$ cat config.mk
export PLATFORM = sky130hd
export DESIGN_NAME = mux_scan_sequencer
export DESIGN_NICKNAME = d
export VERILOG_FILES = /design/src/rtl/mux_scan_sequencer_pkg.sv /design/src/rtl/mux_scan_sequencer_dwell_counter.sv /design/src/rtl/mux_scan_sequencer.sv
export SDC_FILE = /design/constraint.sdc
export NUM_CORES = 1
export LEC_CHECK = 0
export BUFFER_PORTS_ARGS = -buffer_cell sky130_fd_sc_hd__buf_2
export CORE_ASPECT_RATIO = 1.4
export CORE_MARGIN = 2
export CORE_UTILIZATION = 45
export DETAILED_ROUTE_END_ITERATION = 10
export GPL_TIMING_DRIVEN = 0
export SLEW_MARGIN = 20
export SYNTH_ARGS = -nofsm -noshare
export SYNTH_HDL_FRONTEND = slang
export SYNTH_SLANG_ARGS = --single-unit
export TNS_END_PERCENT = 50
$ cat constraint.sdc
create_clock -name clk -period 3.3 [get_ports clk]
set_input_delay 0.66 -clock clk [delete_from_list [all_inputs] [get_ports clk]]
set_output_delay 0.66 -clock clk [all_outputs]
set_load 0.1 [all_outputs]
$ cat src/rtl/mux_scan_sequencer_pkg.sv
// Shared definitions for the 4:1 mux scan sequencer: state encodings and
// channel bookkeeping used by the top level and its dwell counter.
package mux_scan_sequencer_pkg;

  typedef enum logic [1:0] {
    IDLE = 2'd0,
    SCAN = 2'd1,
    DONE = 2'd2
  } scan_state_t;

  localparam int          NCH     = 4;
  localparam logic [1:0]  LAST_CH = 2'd3;

endpackage

$ cat src/rtl/mux_scan_sequencer_dwell_counter.sv
// Dwell timer: counts cycles spent on one mux channel and flags the last one
// (tc) so the sequencer knows when to sample y and advance.
module mux_scan_sequencer_dwell_counter #(
  parameter int DWELL = 4,
  parameter int CNT_W = 8
) (
  input  logic clk,
  input  logic rst,
  input  logic clr,
  input  logic en,
  output logic tc
);

  localparam logic [CNT_W-1:0] TC_VAL = CNT_W'(DWELL - 1);

  logic [CNT_W-1:0] count_reg;

  always_ff @(posedge clk) begin
    if (rst || clr) begin
      count_reg <= '0;
    end else if (en) begin
      count_reg <= count_reg + CNT_W'(1);
    end
  end

  assign tc = (count_reg == TC_VAL);

endmodule

$ cat src/rtl/mux_scan_sequencer.sv
// Walks the mux select through channels 0..3, holding each for DWELL cycles,
// and assembles the four end-of-dwell samples of y into a 4-bit result.
module mux_scan_sequencer
  import mux_scan_sequencer_pkg::*;
#(
  parameter int DWELL = 4,
  parameter int CNT_W = 8
) (
  input  logic           clk,
  input  logic           rst,
  input  logic           start,
  input  logic           abort,
  input  logic           y_in,
  output logic [1:0]     sel,
  output logic           busy,
  output logic           done,
  output logic           valid,
  output logic [NCH-1:0] result
);

  scan_state_t    state_reg;
  logic [1:0]     sel_reg;
  logic           busy_reg;
  logic           done_reg;
  logic           valid_reg;
  logic [NCH-1:0] shadow_reg;
  logic [NCH-1:0] shadow_next;
  logic [NCH-1:0] result_reg;

  logic tc;
  logic cnt_en;
  logic cnt_clr;
  logic sample_strobe;

  // An abort wins over a coinciding terminal count, so no sample is taken then.
  assign cnt_en        = (state_reg == SCAN);
  assign cnt_clr       = (state_reg != SCAN) || tc || abort;
  assign sample_strobe = (state_reg == SCAN) && tc && !abort;

  mux_scan_sequencer_dwell_counter #(
    .DWELL (DWELL),
    .CNT_W (CNT_W)
  ) u_dwell_counter (
    .clk (clk),
    .rst (rst),
    .clr (cnt_clr),
    .en  (cnt_en),
    .tc  (tc)
  );

  genvar gi;
  generate
    for (gi = 0; gi < NCH; gi++) begin : g_shadow
      localparam logic [1:0] CH = 2'(gi);
      assign shadow_next[gi] = (sample_strobe && (sel_reg == CH)) ? y_in : shadow_reg[gi];
    end
  endgenerate

  always_ff @(posedge clk) begin
    if (rst) begin
      state_reg  <= IDLE;
      sel_reg    <= 2'd0;
      busy_reg   <= 1'b0;
      done_reg   <= 1'b0;
      valid_reg  <= 1'b0;
      shadow_reg <= '0;
      result_reg <= '0;
    end else begin
      shadow_reg <= shadow_next;
      case (state_reg)
        IDLE: begin
          done_reg <= 1'b0;
          if (start && !abort) begin
            state_reg <= SCAN;
            sel_reg   <= 2'd0;
            busy_reg  <= 1'b1;
            valid_reg <= 1'b0;
          end
        end
        SCAN: begin
          if (abort) begin
            state_reg <= IDLE;
            sel_reg   <= 2'd0;
            busy_reg  <= 1'b0;
          end else if (tc) begin
            if (sel_reg == LAST_CH) begin
              state_reg <= DONE;
              sel_reg   <= 2'd0;
              busy_reg  <= 1'b0;
              done_reg  <= 1'b1;
            end else begin
              sel_reg <= sel_reg + 2'd1;
            end
          end
        end
        DONE: begin
          // shadow already holds the last channel, captured on the edge into DONE.
          done_reg   <= 1'b0;
          result_reg <= shadow_reg;
          valid_reg  <= 1'b1;
          state_reg  <= IDLE;
        end
        default: begin
          state_reg <= IDLE;
          sel_reg   <= 2'd0;
          busy_reg  <= 1'b0;
          done_reg  <= 1'b0;
        end
      endcase
    end
  end

  assign sel    = sel_reg;
  assign busy   = busy_reg;
  assign done   = done_reg;
  assign valid  = valid_reg;
  assign result = result_reg;

endmodule

; Yosys cells after proc, flatten, opt, wreduce, memory -nomap -nowiden
; Index checks and enable logic that the tools add are counted.
[op_classes]
bitwise_logic = 3
eq_ne = 10
reduce_logical = 20
n_addsub = 2
mux = 17
[ops]
columns = operator, count
row1 = $mux 2, 8
row2 = $reduce_and 3->1, 3
row3 = $add 8x1->8 const B, 1
row4 = $eq 8x2->1 const B, 1
row5 = $logic_and 1x1->1, 7
row6 = $eq 2x2->1 const B, 3
row7 = $pmux 2 s3, 1
row8 = $mux 1, 5
row9 = $eq 2x1->1 const B, 2
row10 = $logic_not 2->1, 2
row11 = $pmux 2 s2, 1
row12 = $reduce_and 4->1, 1
row13 = $logic_or 1x1->1, 3
row14 = $ne 3x2->1 const B, 1
row15 = $ne 3x3->1 const B, 1
row16 = $not 1->1, 3
row17 = $pmux 1 s3, 1
row18 = $add 2x1->2 const B, 1
row19 = $ne 2x1->1 const B, 1
row20 = $ne 2x2->1 const B, 1
row21 = $pmux 1 s2, 1
row22 = $reduce_and 2->1, 1
row23 = $reduce_bool 2->1, 1
row24 = $reduce_or 2->1, 1
row25 = $logic_not 1->1, 1
[word_totals]
regBits = 23
out_inout_bits = 9
input_bits = 5
word_cells = 63

; Depth between registers and ports, before layout
; Gate-level depths: netlist of the first run.
[logic_depth]
word_depth = 5
mapped_depth = 5
depth_no_buf = 4

; Cells and area by module
; From an unflattened synthesis of the first run, not the netlist that was laid out.
[unflattened]
hier_cells = 114
area_unflattened_um2 = 1081.0
[modules_own_cells]
columns = module, cells_per_inst, instances, seq_area_each_um2, area_per_inst_um2
row1 = mux_scan_sequencer, 72, 1, 300.3, 705.7
row2 = mux_scan_sequencer_dwell_counter, 42, 1, 160.2, 375.4

; Worst setup path before layout of the first run
; Ideal clock, no wire load.
[synth_timing]
path_kind = reg2reg
start = register sel_reg[0], in the netlist sel[0]
end = register sel_reg[1], in the netlist sel[1]
arrival_ns = 1.661
n_path_buf = 0
required_time_ns = 3.221
stages_incl_launch_ff = 5
setup_ns = 0.079
synth_period_minus_slack_ns = 1.740
path_slack_ns = 1.560
cell_sequence = dfxtp_1 -> inv_1 -> ha_1 -> nand3b_1 -> o211ai_1
[synth_between]
elab_chain_cells = 5
word_cells_on_any_way = 6
cone_classes = add/sub (1) / eq/ne (1) / mux (4)
[synth_lines]
columns = element, line_no
row1 = start: declaration, mux_scan_sequencer.sv:22  ; logic [1:0] sel_reg;
row2 = start signal: assignment, mux_scan_sequencer.sv:92  ; sel_reg <= sel_reg + 2'd1;
row3 = $add 2x1->2 or $eq 2x2->1 (tied branches), "mux_scan_sequencer.sv:92, mux_scan_sequencer.sv:86"
row4 = $mux 2 (*), mux_scan_sequencer.sv:86  ; if (sel_reg == LAST_CH) begin
row5 = $mux 2 (*), mux_scan_sequencer.sv:85  ; end else if (tc) begin
row6 = $mux 2 (*), mux_scan_sequencer.sv:81  ; if (abort) begin
row7 = $pmux 2 s3 (*), mux_scan_sequencer.sv:70  ; case (state_reg)
; Every way passes the cells marked *; elsewhere a longest branch is shown, timed or not. The select of a mux whose other input is x is not followed.
; A chain may end at the register's enable or synchronous reset.

; Final worst setup path of the first run
[layout_timing]
start = register sel_reg[0], in the netlist sel[0]
end = output sel[0]
[layout_lines]
columns = element, line_no
row1 = end: declaration, mux_scan_sequencer.sv:14  ; output logic [1:0] sel,
; No word-level cell between the ends.

==> flow_metrics.tcl, run 1 <==
set metrics [dict create \
    reg2reg_slack_ns 1.46 \
    cp-start-kind "flop" \
    postLayoutCoreUtil_pct 52.1 \
    synthTopCellsByCount "23 x dfxtp_1, 9 x a21oi_1, 9 x mux2i_1" \
    r2r_end "state_reg[1]" \
    n_antenna_cell 0 \
    worstRegToRegCells 4 \
    ios 14 \
    worst_slack_ns 1.44 \
    powerDensity_mw_per_mm2 352 \
    ys_warn_count 0 \
    fillCellCount 234 \
    status "complete, no violations" \
    rsz0062_at_grt "no" \
    final.setup.tns_ns 0 \
    layout.nets 147 \
    vdd.ir_drop.worst_v 0.000190 \
    antenna_found_initial 0 \
    worstSetupEndpointType "output port" \
    syn-cell-area_mm2 0.00112 \
    crit_fanout 6 \
    coreArea_mm2 0.00236 \
    drt-vias-per-instance 5.75 \
    cts_tree "done" \
    synthArstFlopShare_pct 0 \
    htree_levels 1 \
    combPwrFrac_pct 6.6 \
    synthDistinctLibCells 30 \
    drive_gt1_share_pct 14.7 \
    grt_pass1_vias 881 \
    critPathTopFamily "buffers and inverters" \
    crit_path_end "sel[0]" \
    placementRows 21 \
    path_buf_inv 1 \
    detail-route-antenna-nets 0 \
    cts_buffers 3 \
    cp_slowest_stage_delay_ns 0.46 \
    yosys_most_used_dff "dfxtp_1" \
    ys_seq_area_share_pct 41.3 \
    seqPwrFrac_pct 64.5 \
    min-delay-start "done" \
    crit_cells 1 \
    finalHoldViolCount 0 \
    fin_crit_ns 1.86 \
    yosysMostFrequentCell "dfxtp_1" \
    clock.fmax_ghz 0.537 \
    cp_slowest_cell "buf_2" \
    ys_seq_elements 23 \
    fp.dieH_um 62.9 \
    wl_per_cell_um 13.4 \
    worstHoldPathType "flop to flop" \
    syn-num-nets 130 \
    initial_core_util_pct 47.2 \
    path_cells "buf_2" \
    synth.area.top_cells "dfxtp_1 41%, mux2i_1 8.1%, ha_1 5.6%, a21oi_1 4.0%, nand2b_1 3.4%" \
    switching_power_mw 0.0989 \
    cts.sinks 23 \
    synth_cells 120 \
    maxCapViolCount 0 \
    setup_viol 0 \
    gp_congestion 0.724 \
    cts_root_buf "clkbuf_4" \
    drt-pass1-iter-count 5 \
    p_leak_nw 0.468 \
    critPathKind "flop to output port" \
    swShare_pct 22.8 \
    grt_util_all_layers_pct 16.8 \
    clk_path_buf_depth 2 \
    fp.dieW_um 46.1 \
    port-buffer-count 12 \
    crit_arrival_ns 1.20 \
    fin_skew_ns 0.00679 \
    detailroute.via_count 914 \
    holdBufCountCts 0 \
    largest_reg_flops 8 \
    overflow 0 \
    relSlewSlack_pct 56.8 \
    cts_resized 0 \
    postCtsSetupRepairBufs 0 \
    fin_crit_sh_pct 56.4 \
    postSynthAreaPerCell_um2 9.30 \
    tightest_slew_ns 0.643 \
    drt_iter0_markers 13 \
    synth-edff-count 0 \
    grt_start_max_net_pins 13 \
    clockPowerShare_pct 28.9 \
    synth_top_cell_by_area "dfxtp_1" \
    crit_start "sel[0]" \
    slew_viol_final 0 \
    die_area_mm2 0.00290 \
    hpwlAfterDp_um 1610 \
    p_int_mw 0.335 \
    crit_required_ns 2.64 \
    syn_to_final_growth_pct 10.3 \
    worstSkewPairLatency_ns 0.30 \
    synth_top_area_share_pct 41.3 \
    dp_slack_ns 1.49 \
    rr_startpoint "u_dwell_counter.count_reg[0]" \
    clkTransAtPathRegs_ns 0.12 \
    drt_drc_violations_left 0 \
    grt_pass1_wl_um 3680 \
    wl_um 2130 \
]
## cell type report
type / instances / area, um^2 / share of cell area [%]
Multi-Input combinational cell: 88 / 621 / 50.4
Sequential cell: 23 / 460 / 37.4
Timing Repair Buffer: 12 / 60.1 / 4.88
Tap cell: 23 / 28.8 / 2.34
Clock buffer: 4 / 26.3 / 2.13
Inverter: 5 / 18.8 / 1.52
Buffer: 4 / 16.3 / 1.32
## how the worst min path moves through the flow
| stage | endpoint | cells after the start |
|---|---|---|
| finish | done | 2 |
| global route | shadow_reg[1] | 2 |
| floorplan | shadow_reg[0] | 2 |
| detailed placement | done | 2 |
| global placement | done | 2 |
| CTS | done | 2 |
## per-stage QoR
| stage | instances | hold slack, ns | cell area (um^2) | power (mW) |
|---|---|---|---|---|
| floorplan | 120 | 0.452 | 1120 | 0.307 |
| global placement | 155 | 0.446 | 1200 | 0.315 |
| detailed placement | 155 | 0.456 | 1200 | 0.315 |
| CTS | 159 | 0.478 | 1230 | 0.441 |
| global route | 159 | 0.498 | 1230 | 0.455 |
| finish | 159 | 0.479 | 1230 | 0.434 |
## power groups by stage
stage          sequential [mW]  clock, mW  combinational, mW
6_report                 0.280      0.126             0.0285
5_1_grt                  0.280      0.143             0.0315
4_1_cts                  0.280      0.133             0.0287
3_5_place_dp             0.286          0             0.0285
3_3_place_gp             0.286          0             0.0286
2_1_floorplan            0.292          0             0.0151
## cell families after synthesis
logic type / Yosys count / synth area share, %
AO/OA/AOI/OAI: 24 / 13.3
adder cells (fa/ha/maj): 5 / 5.61
buffers and inverters: 9 / 3.14
multiplexers: 9 / 8.07
XOR/XNOR: 2 / 1.57
AND/OR/NAND/NOR: 48 / 27.0
flip-flops: 23 / 41.3
## metal layers
layer | vias up | wire length [um] | track usage (%)
met5 | - | 0 | 0
met4 | 0 | 21 | 6.43
met3 | 2 | 54 | 2.60
met2 | 16 | 1140 | 29.0
met1 | 430 | 916 | 19.6
li1 | 466 | - | -
## cells in the final DEF, fill, tap and decap left out, types with 3 or more instances in the layout
master	n
nand3b_1	3
buf_2	13
clkbuf_4	3
dfxtp_1	23
nand4_1	4
clkbuf_1	4
nand3_1	4
o211ai_1	4
nand2_1	4
nor2b_1	5
inv_1	5
or3_1	6
ha_1	5
nand2b_1	6
mux2i_1	9
a21oi_1	9
nor2_1	8
o21ai_0	5
Note: power is estimated with default switching activity, not from simulation.
==> inputs of run 2 (changes only) <==
ABC_AREA = 1   (was unset)
PLACE_DENSITY = 0.67   (was unset)
clock period = 1.7 ns   (was 3.3 ns; I/O delays follow)
==> flow_metrics.tcl, run 2 <==
set metrics [dict create \
    placed_cell_area_mm2 0.00125 \
    worstSkewPairLatency_ns 0.31 \
    cts_root_buf "clkbuf_4" \
    synth-edff-count 0 \
    drive_gt1_share_pct 18.5 \
    die_area_mm2 0.00296 \
    drt_iter0_markers 17 \
    synth_cells 161 \
    antenna_found_initial 0 \
    status "complete, no violations" \
    critPathTopFamily "buffers and inverters" \
    grt_start_max_net_pins 13 \
    ys_warn_count 0 \
    grt_pass1_wl_um 3850 \
    drt-pass1-iter-count 4 \
    reg2reg_slack_ns 0.24 \
    vdd.ir_drop.worst_v 0.000519 \
    critPathKind "flop to output port" \
    syn-cell-area_mm2 0.00114 \
    fp.dieW_um 46.6 \
    yosys_most_used_dff "dfxtp_1" \
    synth_top_cell_by_area "dfxtp_1" \
    fp.dieH_um 63.6 \
    path_cells "buf_2" \
    synthArstFlopShare_pct 0 \
    hold_end "done" \
    clock.fmax_ghz 0.672 \
    rr_startpoint "u_dwell_counter.count_reg[0]" \
    holdBufCountCts 0 \
    p_leak_nw 0.573 \
    p_int_mw 0.671 \
    fin_crit_sh_pct 87.5 \
    postCtsSetupRepairBufs 0 \
    synth_top_area_share_pct 40.3 \
    worstHoldPathType "input pin to flop" \
    drt_drc_violations_left 0 \
    slew_viol_final 0 \
    ios 14 \
    rsz0062_at_grt "no" \
    drt-vias-per-instance 4.70 \
    swShare_pct 28.7 \
    clockPowerShare_pct 26.7 \
    r2r_end "shadow_reg[3]" \
    largest_reg_flops 8 \
    placementRows 21 \
    ys_seq_elements 23 \
    relSlewSlack_pct 67.9 \
    fin_crit_ns 1.49 \
    crit_arrival_ns 1.15 \
    final.setup.tns_ns 0 \
    clkTransAtPathRegs_ns 0.12 \
    fin_skew_ns 0.000994 \
    worstRegToRegCells 7 \
    wl_um 2130 \
    cts_buffers 3 \
    final_common_cell "nand2_1" \
    grt_util_all_layers_pct 17.3 \
    layout.nets 189 \
    synthTopCellsByCount "36 x nand2_1, 29 x nor2_1, 23 x dfxtp_1" \
    cts_resized 0 \
    postSynthAreaPerCell_um2 7.10 \
    clk_path_buf_depth 2 \
    yosysMostFrequentCell "nand2_1" \
    worst_slack_ns 0.212 \
    cts.sinks 23 \
    powerDensity_mw_per_mm2 736 \
    wl_per_cell_um 10.1 \
    overflow 0 \
    syn_to_final_growth_pct 11.9 \
    design_area_mm2 0.00128 \
    initial_core_util_pct 47.8 \
    detail-route-antenna-nets 0 \
    crit_fanout 5 \
    holdPathStages 2 \
    dp_slack_ns 0.256 \
    cp-start-kind "flop" \
    synth.area.top_cells "dfxtp_1 40%, nand2_1 12%, nor2_1 9.5%, inv_1 6.6%, ha_1 5.5%" \
    crit_required_ns 1.36 \
    cp_slowest_cell "buf_2" \
    hold-worst-slack_ns 0.236 \
    seqPwrFrac_pct 59.4 \
    htree_levels 1 \
    synthDistinctLibCells 20 \
    switching_power_mw 0.270 \
    path_buf_inv 1 \
    gp_congestion 0.878 \
    finalPower_mw 0.941 \
    cp_slowest_stage_delay_ns 0.44 \
    tightest_slew_ns 0.485 \
    port-buffer-count 13 \
    detailroute.via_count 997 \
    ys_seq_area_share_pct 40.3 \
    cts_tree "done" \
    maxCapViolCount 0 \
    min-delay-start "rst" \
    coreArea_mm2 0.00239 \
    hpwlAfterDp_um 1770 \
    grt_pass1_vias 953 \
    syn-num-nets 171 \
    layout_common_cells "36 x nand2_1, 29 x nor2_1, 21 x dfxtp_1, 20 x inv_1, 13 x buf_2" \
    combPwrFrac_pct 13.9 \
    n_antenna_cell 0 \
    setup_viol 0 \
    finalHoldViolCount 0 \
    worstSetupEndpointType "output port" \
]
## run 2: cell count changes after synthesis, moves of 5 or more
| cell | previous run | this run |
|---|---|---|
| nand2_1 | 4 | 36 |
| inv_1 | 5 | 20 |
| nand2b_1 | 6 | 0 |
| nand3_1 | 4 | 11 |
| mux2i_1 | 9 | 0 |
| nor2b_1 | 5 | 0 |
| or3_1 | 6 | 0 |
| nor2_1 | 8 | 29 |
## run 2: kinds of logic after synthesis
family | Yosys count | synth area share, %
compound gates | 16 | 7.12
buf+inv | 25 | 8.21
fa+ha+maj | 5 | 5.48
simple gates | 92 | 38.9
flops | 23 | 40.3
## run 2: worst max-delay path by stage
stage                                       from  slack [ns]  depth (start not counted)             to
floorplan                                 sel[0]        0.24                          6         sel[1]
global placement    u_dwell_counter.count_reg[0]        0.27                          6  shadow_reg[3]
detailed placement  u_dwell_counter.count_reg[0]        0.26                          7  shadow_reg[3]
CTS                                       sel[0]        0.20                          1         sel[0]
global route        u_dwell_counter.count_reg[0]        0.05                          7  shadow_reg[1]
finish                                    sel[0]        0.21                          1         sel[0]
## run 2: routing by layer
layer / track usage [%] / up-vias / wire length (um)
li1: - / 538 / -
met1: 20.0 / 447 / 884
met2: 31.3 / 8 / 1180
met3: 1.72 / 4 / 39
met4: 5.36 / 0 / 31
met5: 0 / - / 0
## run 2: area by class of cell
cell class	instances	area, um^2
fillers	242	1110
inverters	24	90.1
flip-flops and latches	23	463
repair buffers	13	65.1
clock buffers	4	26.3
plain buffers	1	3.75
well taps	34	42.5
multi-input cells	113	588
## run 2: through the flow
step	utilization (%)	instances
2_1_floorplan	-	161
3_3_place_gp	52.4	208
3_5_place_dp	52.4	208
4_1_cts	53.5	212
5_1_grt	53.5	212
6_report	53.5	212
## run 2: power groups by stage
stage               registers [mW]  clock network [mW]  logic (mW)
floorplan                    0.615                   0      0.0573
global placement             0.570                   0       0.128
detailed placement           0.571                   0       0.132
CTS                          0.559               0.259       0.132
global route                 0.561               0.280       0.144
finish                       0.559               0.251       0.130
